--- config.mk ---
export PLATFORM = sky130hd
export DESIGN_NAME = pixel_fb_writer_flat
export DESIGN_NICKNAME = d
export VERILOG_FILES = /design/src/rtl/pixel_fb_writer_if.sv /design/src/rtl/pixel_fb_writer.sv /design/src/flat_wrapper.sv
export SDC_FILE = /design/constraint.sdc
export NUM_CORES = 1
export LEC_CHECK = 0
export BUFFER_PORTS_ARGS = -buffer_cell sky130_fd_sc_hd__buf_2
export CAP_MARGIN = 20
export CORE_MARGIN = 2
export CORE_UTILIZATION = 55
export CTS_CLUSTER_DIAMETER = 40
export CTS_CLUSTER_SIZE = 24
export DETAILED_ROUTE_END_ITERATION = 7
export GPL_ROUTABILITY_DRIVEN = 0
export PLACE_DENSITY = 0.72
export SYNTH_ARGS = -nofsm -noshare
export SYNTH_HDL_FRONTEND = slang
export SYNTH_SLANG_ARGS = --single-unit
--- constraint.sdc ---
create_clock -name clk -period 3.72 [get_ports clk]
set_input_delay 0 -clock clk [delete_from_list [all_inputs] [get_ports clk]]
set_output_delay 0 -clock clk [all_outputs]
set_load 0.01 [all_outputs]
--- src/rtl/pixel_fb_writer_if.sv ---
// Pixel/clear/RAM-write bundle between the screen drawers and pixel_fb_writer.
// The drawer side uses the master modport; the writer block uses the slave modport.
interface pixel_fb_writer_if;
  logic        plot_in;
  logic [7:0]  x_in;
  logic [6:0]  y_in;
  logic [2:0]  c_in;
  logic        ready_out;
  logic        clear_req;
  logic [2:0]  clear_colour;
  logic        clear_done;
  logic        busy;
  logic [14:0] mem_addr;
  logic [2:0]  mem_data;
  logic        mem_we;
  logic [7:0]  oob_count;

  modport slave (
    input  plot_in, x_in, y_in, c_in, clear_req, clear_colour,
    output ready_out, clear_done, busy, mem_addr, mem_data, mem_we, oob_count
  );

  modport master (
    output plot_in, x_in, y_in, c_in, clear_req, clear_colour,
    input  ready_out, clear_done, busy, mem_addr, mem_data, mem_we, oob_count
  );
endinterface

--- src/rtl/pixel_fb_writer.sv ---
// pixel_fb_writer: queues (x, y, colour) pixel writes in a small FIFO and turns
// them into registered frame-buffer RAM writes at y*WIDTH + x, one per cycle.
// A clear-screen sequencer fills the whole frame with one colour on request.
// Optional feature macro: FB_BOUNDS_CHECK_EN drops and counts out-of-range pixels.
module pixel_fb_writer #(
  parameter int WIDTH      = 160,
  parameter int HEIGHT     = 120,
  parameter int FIFO_DEPTH = 4
) (
  input  logic              clk,
  input  logic              resetn,
  pixel_fb_writer_if.slave  fb
);

  localparam int           AW        = $clog2(FIFO_DEPTH);
  localparam int           PIX_N     = WIDTH * HEIGHT;
  localparam logic [14:0]  LAST_ADDR = 15'(PIX_N - 1);
  localparam logic [AW:0]  DEPTH_C   = (AW + 1)'(FIFO_DEPTH);

  typedef enum logic {S_RUN = 1'b0, S_CLEAR = 1'b1} state_t;

  state_t      state_q, state_d;

  // FIFO entry layout: {y[6:0], x[7:0], colour[2:0]}
  logic [17:0] fifo_mem_q [FIFO_DEPTH];
  logic [AW-1:0] wr_ptr_q, wr_ptr_d;
  logic [AW-1:0] rd_ptr_q, rd_ptr_d;
  logic [AW:0]   count_q, count_d;

  logic        clear_pending_q, clear_pending_d;
  logic [2:0]  clear_colour_q, clear_colour_d;
  logic [14:0] clr_addr_q, clr_addr_d;
  logic        last_wr_q, last_wr_d;
  logic        clear_done_q, clear_done_d;

  logic        mem_we_q, mem_we_d;
  logic [14:0] mem_addr_q, mem_addr_d;
  logic [2:0]  mem_data_q, mem_data_d;

  logic        fifo_full, fifo_empty, ready;
  logic        accept, in_range, push, pop;
  logic [17:0] head;
  logic [6:0]  head_y;
  logic [7:0]  head_x;
  logic [2:0]  head_c;

  assign fifo_full  = (count_q == DEPTH_C);
  assign fifo_empty = (count_q == '0);
  // ready depends only on registered state, so the handshake uses pre-edge values
  assign ready      = !fifo_full && !clear_pending_q && (state_q == S_RUN);
  assign accept     = fb.plot_in && ready;
  assign push       = accept && in_range;
  assign pop        = (state_q == S_RUN) && !fifo_empty;

  assign head   = fifo_mem_q[rd_ptr_q];
  assign head_y = head[17:11];
  assign head_x = head[10:3];
  assign head_c = head[2:0];

`ifdef FB_BOUNDS_CHECK_EN
  logic [7:0] oob_q, oob_d;

  assign in_range = (32'(fb.x_in) < 32'(WIDTH)) && (32'(fb.y_in) < 32'(HEIGHT));

  // Saturating count of handshaken pixels that fell outside the frame
  always_comb begin
    oob_d = oob_q;
    if (accept && !in_range && (oob_q != 8'hFF)) oob_d = oob_q + 8'd1;
  end

  // Out-of-range counter register
  always_ff @(posedge clk) begin
    if (!resetn) oob_q <= 8'd0;
    else         oob_q <= oob_d;
  end

  assign fb.oob_count = oob_q;
`else
  assign in_range     = 1'b1;
  assign fb.oob_count = 8'd0;
`endif

  // FIFO pointer and occupancy update; simultaneous push and pop keep occupancy
  always_comb begin
    wr_ptr_d = wr_ptr_q + AW'(push);
    rd_ptr_d = rd_ptr_q + AW'(pop);
    count_d  = count_q;
    case ({push, pop})
      2'b10:   count_d = count_q + 1'b1;
      2'b01:   count_d = count_q - 1'b1;
      default: count_d = count_q;
    endcase
  end

  // Clear request capture; a request while one is pending or running is ignored
  always_comb begin
    clear_pending_d = clear_pending_q;
    clear_colour_d  = clear_colour_q;
    if (clear_pending_q) begin
      if (last_wr_q) clear_pending_d = 1'b0;
    end else if (fb.clear_req) begin
      clear_pending_d = 1'b1;
      clear_colour_d  = fb.clear_colour;
    end
    clear_done_d = last_wr_q;
  end

  // FSM next state and RAM write port: drain FIFO in RUN, sweep frame in CLEAR
  always_comb begin
    state_d    = state_q;
    clr_addr_d = clr_addr_q;
    mem_we_d   = 1'b0;
    mem_addr_d = mem_addr_q;
    mem_data_d = mem_data_q;
    last_wr_d  = 1'b0;
    case (state_q)
      S_RUN: begin
        if (pop) begin
          mem_we_d   = 1'b1;
          mem_addr_d = 15'(32'(head_y) * 32'(WIDTH) + 32'(head_x));
          mem_data_d = head_c;
        end else if (clear_pending_q && !mem_we_q) begin
          // FIFO drained and last pixel write retired: start the fill
          state_d    = S_CLEAR;
          clr_addr_d = 15'd0;
        end
      end
      S_CLEAR: begin
        mem_we_d   = 1'b1;
        mem_addr_d = clr_addr_q;
        mem_data_d = clear_colour_q;
        if (clr_addr_q == LAST_ADDR) begin
          state_d   = S_RUN;
          last_wr_d = 1'b1;
        end else begin
          clr_addr_d = clr_addr_q + 15'd1;
        end
      end
      default: state_d = S_RUN;
    endcase
  end

  // FIFO storage; contents are don't-care while empty so no reset is needed
  always_ff @(posedge clk) begin
    if (push) fifo_mem_q[wr_ptr_q] <= {fb.y_in, fb.x_in, fb.c_in};
  end

  // Control and output registers
  always_ff @(posedge clk) begin
    if (!resetn) begin
      state_q         <= S_RUN;
      wr_ptr_q        <= '0;
      rd_ptr_q        <= '0;
      count_q         <= '0;
      clear_pending_q <= 1'b0;
      clear_colour_q  <= 3'd0;
      clr_addr_q      <= 15'd0;
      last_wr_q       <= 1'b0;
      clear_done_q    <= 1'b0;
      mem_we_q        <= 1'b0;
      mem_addr_q      <= 15'd0;
      mem_data_q      <= 3'd0;
    end else begin
      state_q         <= state_d;
      wr_ptr_q        <= wr_ptr_d;
      rd_ptr_q        <= rd_ptr_d;
      count_q         <= count_d;
      clear_pending_q <= clear_pending_d;
      clear_colour_q  <= clear_colour_d;
      clr_addr_q      <= clr_addr_d;
      last_wr_q       <= last_wr_d;
      clear_done_q    <= clear_done_d;
      mem_we_q        <= mem_we_d;
      mem_addr_q      <= mem_addr_d;
      mem_data_q      <= mem_data_d;
    end
  end

  assign fb.ready_out  = ready;
  assign fb.busy       = !fifo_empty || clear_pending_q || (state_q == S_CLEAR);
  assign fb.clear_done = clear_done_q;
  assign fb.mem_we     = mem_we_q;
  assign fb.mem_addr   = mem_addr_q;
  assign fb.mem_data   = mem_data_q;

endmodule

--- src/flat_wrapper.sv ---
// flat-port wrapper written by rule: the top's interface ports become plain ports
module pixel_fb_writer_flat 
#(
  parameter int WIDTH      = 160,
  parameter int HEIGHT     = 120,
  parameter int FIFO_DEPTH = 4
)
  (clk, resetn, fb_plot_in, fb_x_in, fb_y_in, fb_c_in, fb_clear_req, fb_clear_colour, fb_ready_out, fb_clear_done, fb_busy, fb_mem_addr, fb_mem_data, fb_mem_we, fb_oob_count);
  pixel_fb_writer_if fb_i ();
  input  logic clk;
  input  logic resetn;
  input wire logic [$bits(fb_i.plot_in)-1:0] fb_plot_in;
  input wire logic [$bits(fb_i.x_in)-1:0] fb_x_in;
  input wire logic [$bits(fb_i.y_in)-1:0] fb_y_in;
  input wire logic [$bits(fb_i.c_in)-1:0] fb_c_in;
  input wire logic [$bits(fb_i.clear_req)-1:0] fb_clear_req;
  input wire logic [$bits(fb_i.clear_colour)-1:0] fb_clear_colour;
  output wire logic [$bits(fb_i.ready_out)-1:0] fb_ready_out;
  output wire logic [$bits(fb_i.clear_done)-1:0] fb_clear_done;
  output wire logic [$bits(fb_i.busy)-1:0] fb_busy;
  output wire logic [$bits(fb_i.mem_addr)-1:0] fb_mem_addr;
  output wire logic [$bits(fb_i.mem_data)-1:0] fb_mem_data;
  output wire logic [$bits(fb_i.mem_we)-1:0] fb_mem_we;
  output wire logic [$bits(fb_i.oob_count)-1:0] fb_oob_count;
  assign fb_i.plot_in = fb_plot_in;
  assign fb_i.x_in = fb_x_in;
  assign fb_i.y_in = fb_y_in;
  assign fb_i.c_in = fb_c_in;
  assign fb_i.clear_req = fb_clear_req;
  assign fb_i.clear_colour = fb_clear_colour;
  assign fb_ready_out = fb_i.ready_out;
  assign fb_clear_done = fb_i.clear_done;
  assign fb_busy = fb_i.busy;
  assign fb_mem_addr = fb_i.mem_addr;
  assign fb_mem_data = fb_i.mem_data;
  assign fb_mem_we = fb_i.mem_we;
  assign fb_oob_count = fb_i.oob_count;
  pixel_fb_writer #(.WIDTH(WIDTH), .HEIGHT(HEIGHT), .FIFO_DEPTH(FIFO_DEPTH)) u_core (.clk(clk), .resetn(resetn), .fb(fb_i));
endmodule
==> results by group <==
Run status
  – Status: finished clean

Floorplanning
  – Die area: between 0.01 and 0.015 sq mm
  – Die Y: slightly above 100 microns
  – Core Box Area: between 0.009 and 0.01 sq mm
  – Starting Density: roughly 57%
  – Num ports: 55
  – Die Width: 102 microns
  – Row cnt: 35

Min path
  – HP Class: input port to flip-flop

GRT
  – GR Overflow Total: 0
  – Vias in the first global route: 3459
  – First-pass GRT wire length: roughly 17000 microns
  – GRT Total Usage: between 20% and 30%
  – Largest net degree at the start of global routing: 27
  – Initial antenna violation count: 0

Critical path
  – CP arrival: ~3.8 ns
  – Worst setup SP type: flip-flop
  – CP peak stage delay: approximately 0.56 ns
  – Kind of cell with the highest combined delay on the critical path: adder cells
  – CP max stage cell: mux4_2
  – Critical Path, Cell by Cell: buf_4 -> mux4_2 -> ha_1 -> ha_1 -> inv_1 -> fa_1 -> or3_1 -> nor3_1 -> or3b_2 -> o221ai_1
  – Worst Setup End Kind: flip-flop
  – Worst path most repeated cell: ha_1
  – Worst Path Buf+Inv: 2
  – Crit path max fanout: 14
  – Critical path class: flip-flop to flip-flop
  – Crit path required time: 4.09 ns

Timing
  – Rel. slew slack: between 30% and 40%
  – Hold Fails Final Rpt: 0
  – Final Critical Period: about 3.4 ns
  – Part of the cycle the worst path needs: approximately 90%
  – Final setup fails: 0
  – Final Skew: between 0.01 and 0.015 ns
  – Unrepaired setup endpoints after global routing: false
  – Max-slew violations: 0
  – Fin Setup TNS: 0 ns
  – Achievable Freq: 292 MHz
  – Worst-Margin Slew: 0.940 ns

Power
  – Total Power: 5.23 mW
  – PwrDens: between 800 and 900 mW/mm^2
  – Static Leakage: approximately 2.5 nW
  – Maximum vdd drop: about 420 uV

Finish
  – Layout cells sized above 1: between 20% and 30%
  – Layout filler cell count: 663
  – Final net count: 540
  – Commonest non-fill, non-tap cells in the layout: edfxtp_1 (72), dfxtp_1 (48), buf_2 (46)
  – Area Overhead vs Synth: 22.7%
  – Antenna fix cells: 0
  – Area of the multi-input gates: approximately 0.002 sq mm
  – Commonest non-fill, non-tap cell in the layout: edfxtp_1
  – Finished Cell Area: between 0.006 and 0.007 sq mm
  – Sequential Area: around 0.0031 sq mm

Clock network
  – Worst skew pair latency: roughly 0.5 ns
  – CTS Buffer Depth: 2
  – Post-CTS sizing: 0
  – H-tree depth: 4
  – Sink Count: 120
  – Post-CTS Setup Repair Bufs: 0
  – Clock-pin slew on the worst setup and hold paths: 0.06 ns
  – CTS buffer count: 17
  – TritonCTS clock tree: built
  – Root buf cell: clkbuf_8

Detailed routing
  – Vias: between 3000 and 4000
  – Post-DR wirelength/cell: 16.8 microns
  – Initial DRC count: approximately 100
  – Final WL: between 10000 and 15000 microns
  – Final antenna-violating net count: 0
  – Drt first pass iters: 4
  – Vias per cell: about 5.5
  – Drt drc: 0

Place
  – Port Buffers: 46
  – Post-DP HPWL: 6830 microns
  – Placed Area: ~0.0056 sq mm

Synthesis
  – Syn Inst Count: approximately 420
  – Post-synth top area share: around two fifths
  – FF+latch count, synth: between 100 and 150
  – Synthesized area: between 0.005 and 0.006 sq mm
  – Synth warnings: 0
  – Sequential share of the synthesized area: around three fifths
  – Main synth FF type: edfxtp_1
  – Post-Syn Area per Cell: roughly 13 sq um
  – Synth cell types: 54
  – Top cells by area, synth: edfxtp_1 (41%), dfxtp_1 (18%), mux4_2 (7.7%), ha_1 (4.0%), a21oi_1 (3.0%)
  – Yosys top cell by area: edfxtp_1
  – Post-synth EDFFs: slightly above 70
  – Post-synth ARST share: 0%

Run
  – Max-cap violations: 0
==> per-layer routing <==
layer / vias up / part of all wire (%) / track usage [%]
met1: 1709 / 45 / 28.7
met2: 107 / 50 / 37.2
li1: 1673 / - / -
met4: 0 / 1.2 / 8.82
met3: 14 / 4.0 / 5.81
met5: - / 0 / 0
==> worst min-delay path, stage by stage <==
cell	delay [ns]
buf_2	0.07
nand2_1	0.14
inv_1	0.16
ha_1	0.14
and2_1	0.11
==> sequential cells by signal (all words and copies together) (netlist names), 2 cells and up <==
signal	cells
u_core.fb.mem_data	3
u_core.rd_ptr_q	2
u_core.fb.mem_addr	15
u_core.count_q	3
u_core.fifo_mem_q	72
u_core.wr_ptr_q	2
u_core.clear_colour_q	3
u_core.clr_addr_q	15
==> cell usage after synthesis (all sizes together) (2+ instances only) <==
cell type	number
or3	5
edfxtp	72
mux4	18
nor2	40
o211ai	3
a21oi	32
o311ai	2
o211a	3
mux2i	3
a2bb2oi	2
xnor2	13
nand3	7
nand2b	2
xor2	11
a21boi	2
nor2b	9
buf	16
nor4	2
a211oi	3
nor3	4
and2	6
o21ai	6
nand4	3
dfxtp	48
ha	17
clkbuf	9
nand2	35
o2111ai	2
fa	3
and3	6
and4	2
inv	13
==> what timing repair did <==
| item | CTS | global route |
|---|---|---|
| endpoints found under the hold margin | 91 | 0 |
| hold buffers | 25 | 0 |
| setup endpoints to repair | 0 | 0 |
==> layout make-up <==
class	count	share of cell area, %
sequential	120	48.2
multi-input combinational	264	31.0
timing repair buffer	78	8.23
clock buffer	17	6.39
clock inverter	15	2.92
tap	129	2.49
inverter	14	0.811
==> logic make-up after synthesis <==
kind of cell / synth area share (%)
flip-flops: 59.1
adder cells (fa/ha/maj): 5.16
XOR/XNOR: 3.98
other: 0.0710
buffers and inverters: 3.48
AND/OR/NAND/NOR: 11.4
multiplexers: 8.46
AO/OA/AOI/OAI: 8.29
==> power by group <==
group / switching [mW] / internal [mW] / leakage, nW / total [mW]
clock network: 0.628 / 1.04 / 0.297 / 1.66
logic: 1.05 / 0.814 / 1.12 / 1.86
registers: 0.112 / 1.59 / 1.05 / 1.70
total: 1.79 / 3.44 / 2.46 / 5.23
==> final timing paths <==
kind                        from                endpoint  slack (ns)  cells after the start
max           u_core.rd_ptr_q[0]  u_core.fb.mem_addr[13]        0.29                     10
min                   fb_plot_in      u_core.wr_ptr_q[0]        0.15                      5
max reg2reg   u_core.rd_ptr_q[0]  u_core.fb.mem_addr[13]        0.29                     10
min reg2reg  u_core.clear_done_d  u_core.clear_pending_q        0.44                      1
==> stage by stage <==
step | setup WS [ns] | hold WS [ns] | instances | utilization [%]
floorplan | 0.324 | 0.0989 | 423 | -
global placement | 0.337 | 0.212 | 580 | 60.6
detailed placement | 0.293 | 0.217 | 580 | 60.6
CTS | 0.265 | 0.118 | 637 | 69.8
global route | 0.114 | 0.185 | 637 | 69.8
finish | 0.292 | 0.148 | 637 | 69.8
Power figures use the tool's default switching activity.
